===== src/rtl/data_mem_responder_pkg.sv =====
// Shared definitions for the data-memory responder: I/O register offsets,
// status bit positions and the prescaler width helper.
package data_mem_responder_pkg;

  typedef enum logic [1:0] {
    IO_GPIO_OUT = 2'd0,
    IO_GPIO_IN  = 2'd1,
    IO_TIMER    = 2'd2,
    IO_STATUS   = 2'd3
  } io_reg_e;

  localparam int unsigned IO_REGS = 4;

  localparam int unsigned ST_OVF  = 0;
  localparam int unsigned ST_CHG  = 1;
  localparam int unsigned ST_BITS = 2;

  // A prescale of 1 still needs a one-bit counter that simply stays at 0.
  function automatic int unsigned prescale_width(input int unsigned prescale);
    return (prescale > 1) ? $clog2(prescale) : 1;
  endfunction

endpackage


===== src/rtl/data_mem_responder_if.sv =====
// Data-memory bus between the core (master) and the memory responder (slave).
interface data_mem_responder_if #(
  parameter int unsigned MEM_ADDR_WIDTH = 8,
  parameter int unsigned MEM_DATA_WIDTH = 8
);

  logic [MEM_ADDR_WIDTH-1:0] mem_addr;
  logic [MEM_DATA_WIDTH-1:0] mem_wdata;
  logic                      mem_WE;
  logic [MEM_DATA_WIDTH-1:0] mem_rdata;

  modport master (
    output mem_addr,
    output mem_wdata,
    output mem_WE,
    input  mem_rdata
  );

  modport slave (
    input  mem_addr,
    input  mem_wdata,
    input  mem_WE,
    output mem_rdata
  );

endinterface


===== src/rtl/data_mem_responder_io_timer.sv =====
// Prescaled free-running timer with a load port; o_ovf flags the increment
// that wraps the count from all-ones to zero.
module data_mem_responder_io_timer
  import data_mem_responder_pkg::*;
#(
  parameter int unsigned WIDTH    = 8,
  parameter int unsigned PRESCALE = 4
) (
  input  logic             clk,
  input  logic             arst,
  input  logic             i_load,
  input  logic [WIDTH-1:0] i_load_data,
  output logic [WIDTH-1:0] o_count,
  output logic             o_ovf
);

  localparam int unsigned       PS_W    = prescale_width(PRESCALE);
  localparam logic [PS_W-1:0]   PS_LAST = PS_W'(PRESCALE - 1);

  logic [PS_W-1:0]  r_prescale;
  logic [WIDTH-1:0] r_count;
  logic             w_tick;

  assign w_tick = (r_prescale == PS_LAST);

  // NOTE: sequential state uses non-blocking assignments so every flop samples
  // pre-edge values, independent of the order of statements or processes.
  always_ff @(posedge clk or negedge arst) begin
    if (!arst) begin
      r_prescale <= '0;
      r_count    <= '0;
    end else if (i_load) begin
      r_prescale <= '0;
      r_count    <= i_load_data;
    end else if (w_tick) begin
      r_prescale <= '0;
      r_count    <= r_count + 1'b1;
    end else begin
      r_prescale <= r_prescale + 1'b1;
    end
  end

  // A load replaces the increment, so it can never report an overflow.
  assign o_ovf   = w_tick && !i_load && (r_count == '1);
  assign o_count = r_count;

endmodule


===== src/rtl/data_mem_responder.sv =====
// Data-memory responder: RAM below IO_BASE, and GPIO/timer/status registers
// in a four-word I/O window. Reads are combinational, writes take effect at the edge.
module data_mem_responder
  import data_mem_responder_pkg::*;
#(
  parameter int unsigned MEM_ADDR_WIDTH = 8,
  parameter int unsigned MEM_DATA_WIDTH = 8,
  parameter int unsigned PRESCALE       = 4,
  parameter int unsigned IO_BASE        = 'hFC
) (
  input  logic                      clk,
  input  logic                      arst,
  data_mem_responder_if.slave       mem,
  input  logic [MEM_DATA_WIDTH-1:0] gpio_i,
  output logic [MEM_DATA_WIDTH-1:0] gpio_o,
  output logic                      irq
);

  localparam logic [MEM_ADDR_WIDTH-1:0] IO_BASE_A = MEM_ADDR_WIDTH'(IO_BASE);

  logic [MEM_DATA_WIDTH-1:0] r_ram [IO_BASE];
  logic [MEM_DATA_WIDTH-1:0] r_gpio_o;
  logic [MEM_DATA_WIDTH-1:0] r_sync1;
  logic [MEM_DATA_WIDTH-1:0] r_sync2;
  logic [MEM_DATA_WIDTH-1:0] r_sync3;
  logic [ST_BITS-1:0]        r_status;

  logic                      w_is_io;
  logic [MEM_ADDR_WIDTH-1:0] w_io_off;
  logic                      w_io_valid;
  io_reg_e                   w_io_sel;
  logic                      w_wr_ram;
  logic                      w_wr_gpio;
  logic                      w_wr_timer;
  logic                      w_wr_status;
  logic                      w_chg;
  logic                      w_ovf;
  logic [MEM_DATA_WIDTH-1:0] w_timer;
  logic [ST_BITS-1:0]        w_set;
  logic [ST_BITS-1:0]        w_clr;
  logic [MEM_DATA_WIDTH-1:0] w_rdata;

  // Address decode
  assign w_is_io    = (mem.mem_addr >= IO_BASE_A);
  assign w_io_off   = mem.mem_addr - IO_BASE_A;
  assign w_io_valid = w_is_io && (w_io_off < MEM_ADDR_WIDTH'(IO_REGS));
  assign w_io_sel   = io_reg_e'(w_io_off[1:0]);

  assign w_wr_ram    = mem.mem_WE && !w_is_io;
  assign w_wr_gpio   = mem.mem_WE && w_io_valid && (w_io_sel == IO_GPIO_OUT);
  assign w_wr_timer  = mem.mem_WE && w_io_valid && (w_io_sel == IO_TIMER);
  assign w_wr_status = mem.mem_WE && w_io_valid && (w_io_sel == IO_STATUS);

  // NOTE: the RAM array has no reset branch; clearing a memory in reset turns
  // it into a wide bank of flops instead of a RAM macro.
  always_ff @(posedge clk) begin
    if (w_wr_ram) begin
      r_ram[mem.mem_addr] <= mem.mem_wdata;
    end
  end

  data_mem_responder_io_timer #(
    .WIDTH    (MEM_DATA_WIDTH),
    .PRESCALE (PRESCALE)
  ) u_io_timer (
    .clk         (clk),
    .arst        (arst),
    .i_load      (w_wr_timer),
    .i_load_data (mem.mem_wdata),
    .o_count     (w_timer),
    .o_ovf       (w_ovf)
  );

  // Stage 3 only remembers the previous synchronised sample for edge detection.
  assign w_chg = (r_sync2 != r_sync3);

  // NOTE: every signal written in always_comb gets a default first, so no
  // path through the block can leave it unassigned and infer a latch.
  always_comb begin
    w_set         = '0;
    w_set[ST_OVF] = w_ovf;
    w_set[ST_CHG] = w_chg;
    w_clr         = w_wr_status ? mem.mem_wdata[ST_BITS-1:0] : '0;
  end

  always_ff @(posedge clk or negedge arst) begin
    if (!arst) begin
      r_gpio_o <= '0;
      r_sync1  <= '0;
      r_sync2  <= '0;
      r_sync3  <= '0;
      r_status <= '0;
    end else begin
      r_sync1  <= gpio_i;
      r_sync2  <= r_sync1;
      r_sync3  <= r_sync2;
      if (w_wr_gpio) begin
        r_gpio_o <= mem.mem_wdata;
      end
      // A set event in the same cycle as write-1-to-clear keeps the bit set.
      r_status <= (r_status & ~w_clr) | w_set;
    end
  end

  always_comb begin
    w_rdata = '0;
    if (!w_is_io) begin
      w_rdata = r_ram[mem.mem_addr];
    end else if (w_io_valid) begin
      unique case (w_io_sel)
        IO_GPIO_OUT: w_rdata = r_gpio_o;
        IO_GPIO_IN:  w_rdata = r_sync2;
        IO_TIMER:    w_rdata = w_timer;
        IO_STATUS:   w_rdata = MEM_DATA_WIDTH'(r_status);
        default:     w_rdata = '0;
      endcase
    end
  end

  assign mem.mem_rdata = w_rdata;
  assign gpio_o        = r_gpio_o;
  assign irq           = |r_status;

endmodule


===== src/flat_wrapper.sv =====
// flat-port wrapper written by rule: the top's interface ports become plain ports
module data_mem_responder_flat import data_mem_responder_pkg::*;
#(
  parameter int unsigned MEM_ADDR_WIDTH = 8,
  parameter int unsigned MEM_DATA_WIDTH = 8,
  parameter int unsigned PRESCALE       = 4,
  parameter int unsigned IO_BASE        = 'hFC
)
  (clk, arst, gpio_i, gpio_o, irq, mem_mem_addr, mem_mem_wdata, mem_mem_WE, mem_mem_rdata);
  data_mem_responder_if #(.MEM_ADDR_WIDTH(MEM_ADDR_WIDTH), .MEM_DATA_WIDTH(MEM_DATA_WIDTH)) mem_i ();
  input  logic clk;
  input  logic arst;
  input  logic [MEM_DATA_WIDTH-1:0] gpio_i;
  output logic [MEM_DATA_WIDTH-1:0] gpio_o;
  output logic irq;
  input wire logic [$bits(mem_i.mem_addr)-1:0] mem_mem_addr;
  input wire logic [$bits(mem_i.mem_wdata)-1:0] mem_mem_wdata;
  input wire logic [$bits(mem_i.mem_WE)-1:0] mem_mem_WE;
  output wire logic [$bits(mem_i.mem_rdata)-1:0] mem_mem_rdata;
  assign mem_i.mem_addr = mem_mem_addr;
  assign mem_i.mem_wdata = mem_mem_wdata;
  assign mem_i.mem_WE = mem_mem_WE;
  assign mem_mem_rdata = mem_i.mem_rdata;
  data_mem_responder #(.MEM_ADDR_WIDTH(MEM_ADDR_WIDTH), .MEM_DATA_WIDTH(MEM_DATA_WIDTH), .PRESCALE(PRESCALE), .IO_BASE(IO_BASE)) u_core (.clk(clk), .arst(arst), .mem(mem_i), .gpio_i(gpio_i), .gpio_o(gpio_o), .irq(irq));
endmodule

===== config.mk =====
export PLATFORM = sky130hd
export DESIGN_NAME = data_mem_responder_flat
export DESIGN_NICKNAME = d
export VERILOG_FILES = /design/src/rtl/data_mem_responder_pkg.sv /design/src/rtl/data_mem_responder_if.sv /design/src/rtl/data_mem_responder_io_timer.sv /design/src/rtl/data_mem_responder.sv /design/src/flat_wrapper.sv
export SDC_FILE = /design/constraint.sdc
export NUM_CORES = 2
export LEC_CHECK = 0
export ABC_AREA = 1
export BUFFER_PORTS_ARGS = -buffer_cell sky130_fd_sc_hd__buf_4
export CORE_MARGIN = 1
export CORE_UTILIZATION = 50
export CTS_BUF_LIST = sky130_fd_sc_hd__clkbuf_16
export DETAILED_ROUTE_END_ITERATION = 8
export PLACE_DENSITY = 0.65
export SLEW_MARGIN = 0
export SYNTH_ARGS = -nofsm -noshare
export SYNTH_HDL_FRONTEND = slang
export SYNTH_SLANG_ARGS = --single-unit

===== constraint.sdc =====
create_clock -name clk -period 7.1 [get_ports clk]
set_input_delay 1.42 -clock clk [delete_from_list [all_inputs] [get_ports clk]]
set_output_delay 1.42 -clock clk [all_outputs]
set_load 0.01 [all_outputs]

# After elaboration in Yosys (flattened, before gate mapping)
# Memories as Yosys holds them, arrays and structs flattened.
# Cells that the tools add are included.
[totals]
register_bits = 44
ram_bits = 2016
input_bits = 27
output_inout_bits = 17
wordCells = 45
n_memories = 1
[classes]
n_addsub = 3
n_lt_le_gt_ge = 2
eq_ne = 6
muxes = 10
n_bitwise = 3
n_reduce_logical = 13
[memory_table]
columns = ["name", "depth", "word_bits", "read_ports", "rd_ports_with_merged_regs", "write_ports", "line_no", "rtl"]
rows = [
  ["u_core.r_ram", 252, 8, 1, 0, 1, "data_mem_responder.sv:21", "logic [MEM_DATA_WIDTH-1:0] r_ram [IO_BASE];"],
]
[op_table]
columns = ["operator", "n"]
rows = [
  ["$mux W8", 4],
  ["$pmux W8 S4", 1],
  ["$add A8 B1 Y8 const B", 1],
  ["$eq A8 B8 Y1 const B", 1],
  ["$ge A8 B8 Y1 const B", 1],
  ["$logic_and A1 B1 Y1", 8],
  ["$lt A8 B3 Y1 const B", 1],
  ["$ne A8 B8 Y1", 1],
  ["$sub A8 B8 Y8 const B", 1],
  ["$eq A2 B2 Y1 const B", 3],
  ["$mux W2", 3],
  ["$add A2 B1 Y2 const B", 1],
  ["$and A2 B2 Y2", 1],
  ["$eq A2 B1 Y1 const B", 1],
  ["$logic_not A1 Y1", 2],
  ["$logic_not A2 Y1", 1],
  ["$mux W1", 2],
  ["$not A2 Y2", 1],
  ["$or A2 B2 Y2", 1],
  ["$reduce_bool A2 Y1", 1],
  ["$reduce_or A2 Y1", 1],
]

# Logic depth before layout (Yosys ltp)
[depth]
depth_word = 9
ltp_mapped = 19
ltp_nobuf = 15

# Hierarchy
# A second synthesis with hierarchy kept.
[hier_totals]
cells_unflattened = 7709
hier_area_um2 = 84197.0
[modules_own_cells]
columns = ["mod", "instances", "cells_each", "area_per_inst_um2", "seq_area_each_um2"]
rows = [
  ["data_mem_responder", 1, 7636, 83625.2, 61388.9],
  ["data_mem_responder_io_timer", 1, 73, 571.8, 250.2],
]

# Worst setup path after synthesis
# Ideal clock, no wire load.
[synth_timing]
path_type = "in2out"
start = "input mem_mem_addr[0]"
end = "output mem_mem_rdata[5]"
arrival_ps = 2896
required_ps = 5680
path_slack_ps = 2784
path_stages = 18
path_buffers = 3
cell_sequence = "buf_4 -> inv_2 -> buf_2 -> clkbuf_1 -> nand2_1 -> nand2_1 -> nand2_1 -> nand2_1 -> nand2_1 -> nand2_1 -> nor2_1 -> nor2_1 -> nor2_1 -> nand2_1 -> nand2_1 -> nand3_1 -> nor2_1 -> nor2_1"
[synth_via]
elab_chain_len = 5
word_cells_on_any_way = 12
classes_between = "add/sub (1); order compare (2); eq/ne (3); mux (3); reduce/logical (2); memory (1)"
[synth_rtl]
columns = ["item", "line_no", "rtl"]
rows = [
  ["start: declaration", "flat_wrapper.sv:16", "input wire logic [$bits(mem_i.mem_addr)-1:0] mem_mem_addr;"],
  ["$sub A8 B8 Y8", "data_mem_responder.sv:45", "assign w_io_off = mem.mem_addr - IO_BASE_A;"],
  ["$lt A8 B3 Y1 (tied with other cells)", "data_mem_responder.sv:46", "assign w_io_valid = w_is_io && (w_io_off < MEM_ADDR_WIDTH'(IO_REGS));"],
  ["$logic_and A1 B1 Y1 or $pmux W8 S4 (tied branches)", "data_mem_responder.sv:46, data_mem_responder.sv:110", ""],
  ["$mux W8", "data_mem_responder.sv:109", "end else if (w_io_valid) begin"],
  ["$mux W8 *", "data_mem_responder.sv:107", "if (!w_is_io) begin"],
  ["end: declaration", "flat_wrapper.sv:19", "output wire logic [$bits(mem_i.mem_rdata)-1:0] mem_mem_rdata;"],
]
# Mark *: on every way between the ends. The rest lies on a longest branch, timed or not.

# Worst setup path in the final report
[layout_timing]
start = "input mem_mem_addr[1]"
end = "output mem_mem_rdata[6]"
# The elaborated chain is that of the path after synthesis.

==> flow_summary.json <==
{
  "synth_cell_type_count": 30,
  "synth_area_sq_um": 83600,
  "fillers": 13658,
  "grt_pass1_wl_um": 339000,
  "cts_tree": "built",
  "core_sq_um": 166000,
  "die_area_sq_um": 169000,
  "drive_above_1_share_pct": 6.51,
  "overflow": 0,
  "reg2reg_slack_ps": 5620,
  "tns_ps": 0,
  "gp_congestion": 0.882,
  "cts_sinks": 2060,
  "worstHoldPathCells": 0,
  "power_leakage_nw": 35.4,
  "slew_headroom_pct": 14.1,
  "r2r-end": "u_core.u_io_timer.o_count[5]",
  "r2r_start": "u_core.u_io_timer.o_count[2]",
  "regArea_sq_um": 61600,
  "fin_cells": 9926,
  "cts_buffers": 204,
  "grt_pass1_vias": 52787,
  "hp-start": "u_core.r_sync1[7]",
  "crit_type": "input pin to output pin",
  "synth-edff-count": 2016,
  "synth_nets": 7598,
  "io_pins": 44,
  "die_y_um": 411,
  "cts_resized": 0,
  "drtAntennaViolNets": 0,
  "cts-root-buf": "clkbuf_16",
  "io_buffers": 43,
  "dr.first_iter.drc_count": 6287,
  "clk_latency_ps": 850,
  "syn_area_per_cell_sq_um": 11.0,
  "clock_skew_ps": 15.3,
  "hpwlAfterDp_um": 128000,
  "slowest_delay_ps": 650,
  "grtUsageTotal_pct": 27.0,
  "crit_chain": "buf_8 > nand2_2 > inv_8 > buf_12 > buf_4 > nand2_1 > nand3_1 > nand2_1 > nand2_1 > nor2_1 > nor2_1 > nor2_1 > nand2_1 > nand2_1 > nand3_1 > nor2_1 > nor2_1 > buf_4",
  "ff2ff_path_depth": 5,
  "synthFlopType": "edfxtp_1",
  "antenna_found_initial": 6,
  "clock_path_buffers": 3,
  "critPathRequiredTime_ps": 5680,
  "powerDensity_nw_per_um2": 273,
  "hold_viol_final": 0,
  "tightest_slew_ps": 1280,
  "critPathMaxFanout": 48,
  "fin_crit_sh_pct": 91.6,
  "postCtsHoldBufs": 0,
  "placed_cells": 9561,
  "vias_per_cell": 5.56,
  "status": "complete, no violations",
  "rsz0062_at_grt": "false",
  "rows": 149,
  "grt_max_degree": 167,
  "initial_core_util_pct": 50.5,
  "ys_ff_latch": 2060,
  "dr.pass1.iters": 6,
  "synthToLayoutAreaGrowth_pct": 11.2,
  "fmax_mhz": 154,
  "post-route-drc-count": 0,
  "end_kind": "output pin",
  "routed_wl_um": 229000,
  "yosys_warnings": 0,
  "multi_input_area_sq_um": 20000,
  "dieWidth_um": 411,
  "htree_levels": 4,
  "nNetsFinal": 7607,
  "slew_violations": 0,
  "worstPathArrival_ps": 5080,
  "syn_inst": 7569,
  "synth.yosys.seq_area_share_pct": 73.7,
  "hold_class": "register to register",
  "vias": 55212,
  "wire_per_inst_um": 23.0,
  "maxCapViolCount": 0,
  "start_kind": "input pin",
  "ys_async_sr_fraction_pct": 2.14,
  "crit_path_top_delay_cell": "nor2_1",
  "min_period_ps": 6500,
  "cts_setup_buffers": 0,
  "vdd_drop_max_mv": 0.281,
  "clkTransAtPathRegs_ps": 60,
  "whs_endpoint": "u_core.r_sync2[7]",
  "setup_viol": 0
}
==> how the worst max path moves through the flow <==
| stage | start | end | slack, ps | cells past startpoint |
|---|---|---|---|---|
| finish | mem_mem_addr[1] | mem_mem_rdata[6] | 600 | 18 |
| global route | mem_mem_addr[0] | mem_mem_rdata[6] | 480 | 18 |
| CTS | mem_mem_addr[0] | mem_mem_rdata[6] | 800 | 18 |
| detailed placement | mem_mem_addr[0] | mem_mem_rdata[6] | 810 | 18 |
| global placement | mem_mem_addr[1] | mem_mem_rdata[6] | 770 | 18 |
| floorplan | mem_mem_addr[0] | mem_mem_rdata[5] | 2780 | 18 |
==> state kept, by name, indices dropped and copies added (netlist names) <==
register / count
u_core.u_io_timer.r_prescale: 2
u_core.u_io_timer.o_count: 8
u_core.r_status: 2
u_core.r_sync2: 8
u_core.r_sync1: 8
u_core.r_sync3: 8
u_core.gpio_o: 8
u_core.r_ram: 2016
==> routing by layer <==
| layer | up-vias | GRT usage, % | part of all wire, % |
|---|---|---|---|
| met5 | - | 0 | 0.015 |
| met4 | 6 | 9.17 | 3.3 |
| met3 | 412 | 5.67 | 9.6 |
| met2 | 2507 | 42.4 | 46 |
| met1 | 26997 | 37.6 | 41 |
| li1 | 25290 | - | - |
==> layout make-up <==
class | count | area share (%)
Multi-Input combinational cell | 5055 | 21.5
Clock inverter | 159 | 1.32
Antenna cell | 1 | 0.00269
Sequential cell | 2060 | 66.2
Inverter | 65 | 0.292
Clock buffer | 205 | 5.51
Tap cell | 2189 | 2.94
Timing Repair Buffer | 192 | 2.14
==> synth_stat cells, types with 12 or more instances <==
cell / count / area (sq um)
dfrtp_1: 44 / 1100
buf_1: 35 / 131
nand4_1: 157 / 982
o21ai_1: 20 / 100
o21ai_0: 56 / 280
nand2_1: 3990 / 15000
nand3_1: 160 / 801
edfxtp_1: 2016 / 60500
inv_1: 57 / 214
nor2_1: 569 / 2140
xor2_1: 12 / 105
clkbuf_1: 109 / 409
a21oi_1: 55 / 275
buf_2: 236 / 1180
==> critical path, delay by kind of cell <==
kind	cells	cell delay, ps
simple gates	13	1920
buf+inv	5	1600
==> cell usage in the layout (no fill, tap or decap), types with 5 or more instances in the layout <==
cell       count
o221ai_1      10
buf_12        38
inv_6          5
buf_8         10
inv_2          7
nor2_4         7
edfxtp_1    2016
nand3_1      151
nand2_2        8
inv_16         5
clkinv_1      45
nand2_1     3983
xor2_1        12
nand4_1      157
clkinv_2      33
nor2_1       566
o21ai_0       56
inv_1        100
clkbuf_16    205
o21ai_1       20
a21oi_1       55
bufinv_16     14
buf_4        144
nand3_2        9
dfrtp_1       44
==> power by group <==
| group | total, W | switching [W] | internal (W) |
|---|---|---|---|
| Sequential | 0.0134 | 0.0000299 | 0.0134 |
| Combinational | 0.00155 | 0.00118 | 0.000377 |
| Clock | 0.0104 | 0.00462 | 0.00575 |
| Total | 0.0254 | 0.00582 | 0.0195 |
==> through the flow <==
stage / hold WS, ps / setup WS (ps) / utilization [%] / total power [W] / cell area (sq um)
6_report: 345 / 596 / 56.2 / 0.0254 / 93000
5_1_grt: 353 / 476 / 56.2 / 0.0260 / 93000
4_1_cts: 350 / 802 / 56.2 / 0.0254 / 93000
3_5_place_dp: 336 / 810 / 52.4 / 0.0152 / 86700
3_3_place_gp: 333 / 771 / 52.4 / 0.0152 / 86700
2_1_floorplan: 331 / 2780 / - / 0.0145 / 83600
==> logic make-up (layout without fill, tap and decap cells) <==
| logic type | Yosys count | count (layout) | synth area share, % |
|---|---|---|---|
| AO/OA/AOI/OAI | 150 | 150 | 0.965 |
| other | 0 | 1 | 0 |
| AND/OR/NAND/NOR | 4891 | 4891 | 22.7 |
| buffers and inverters | 454 | 621 | 2.45 |
| XOR/XNOR | 12 | 12 | 0.126 |
| flip-flops | 2060 | 2060 | 73.7 |
| adder cells (fa/ha/maj) | 2 | 2 | 0.0299 |
No activity file was read; power rests on OpenSTA's default activity.
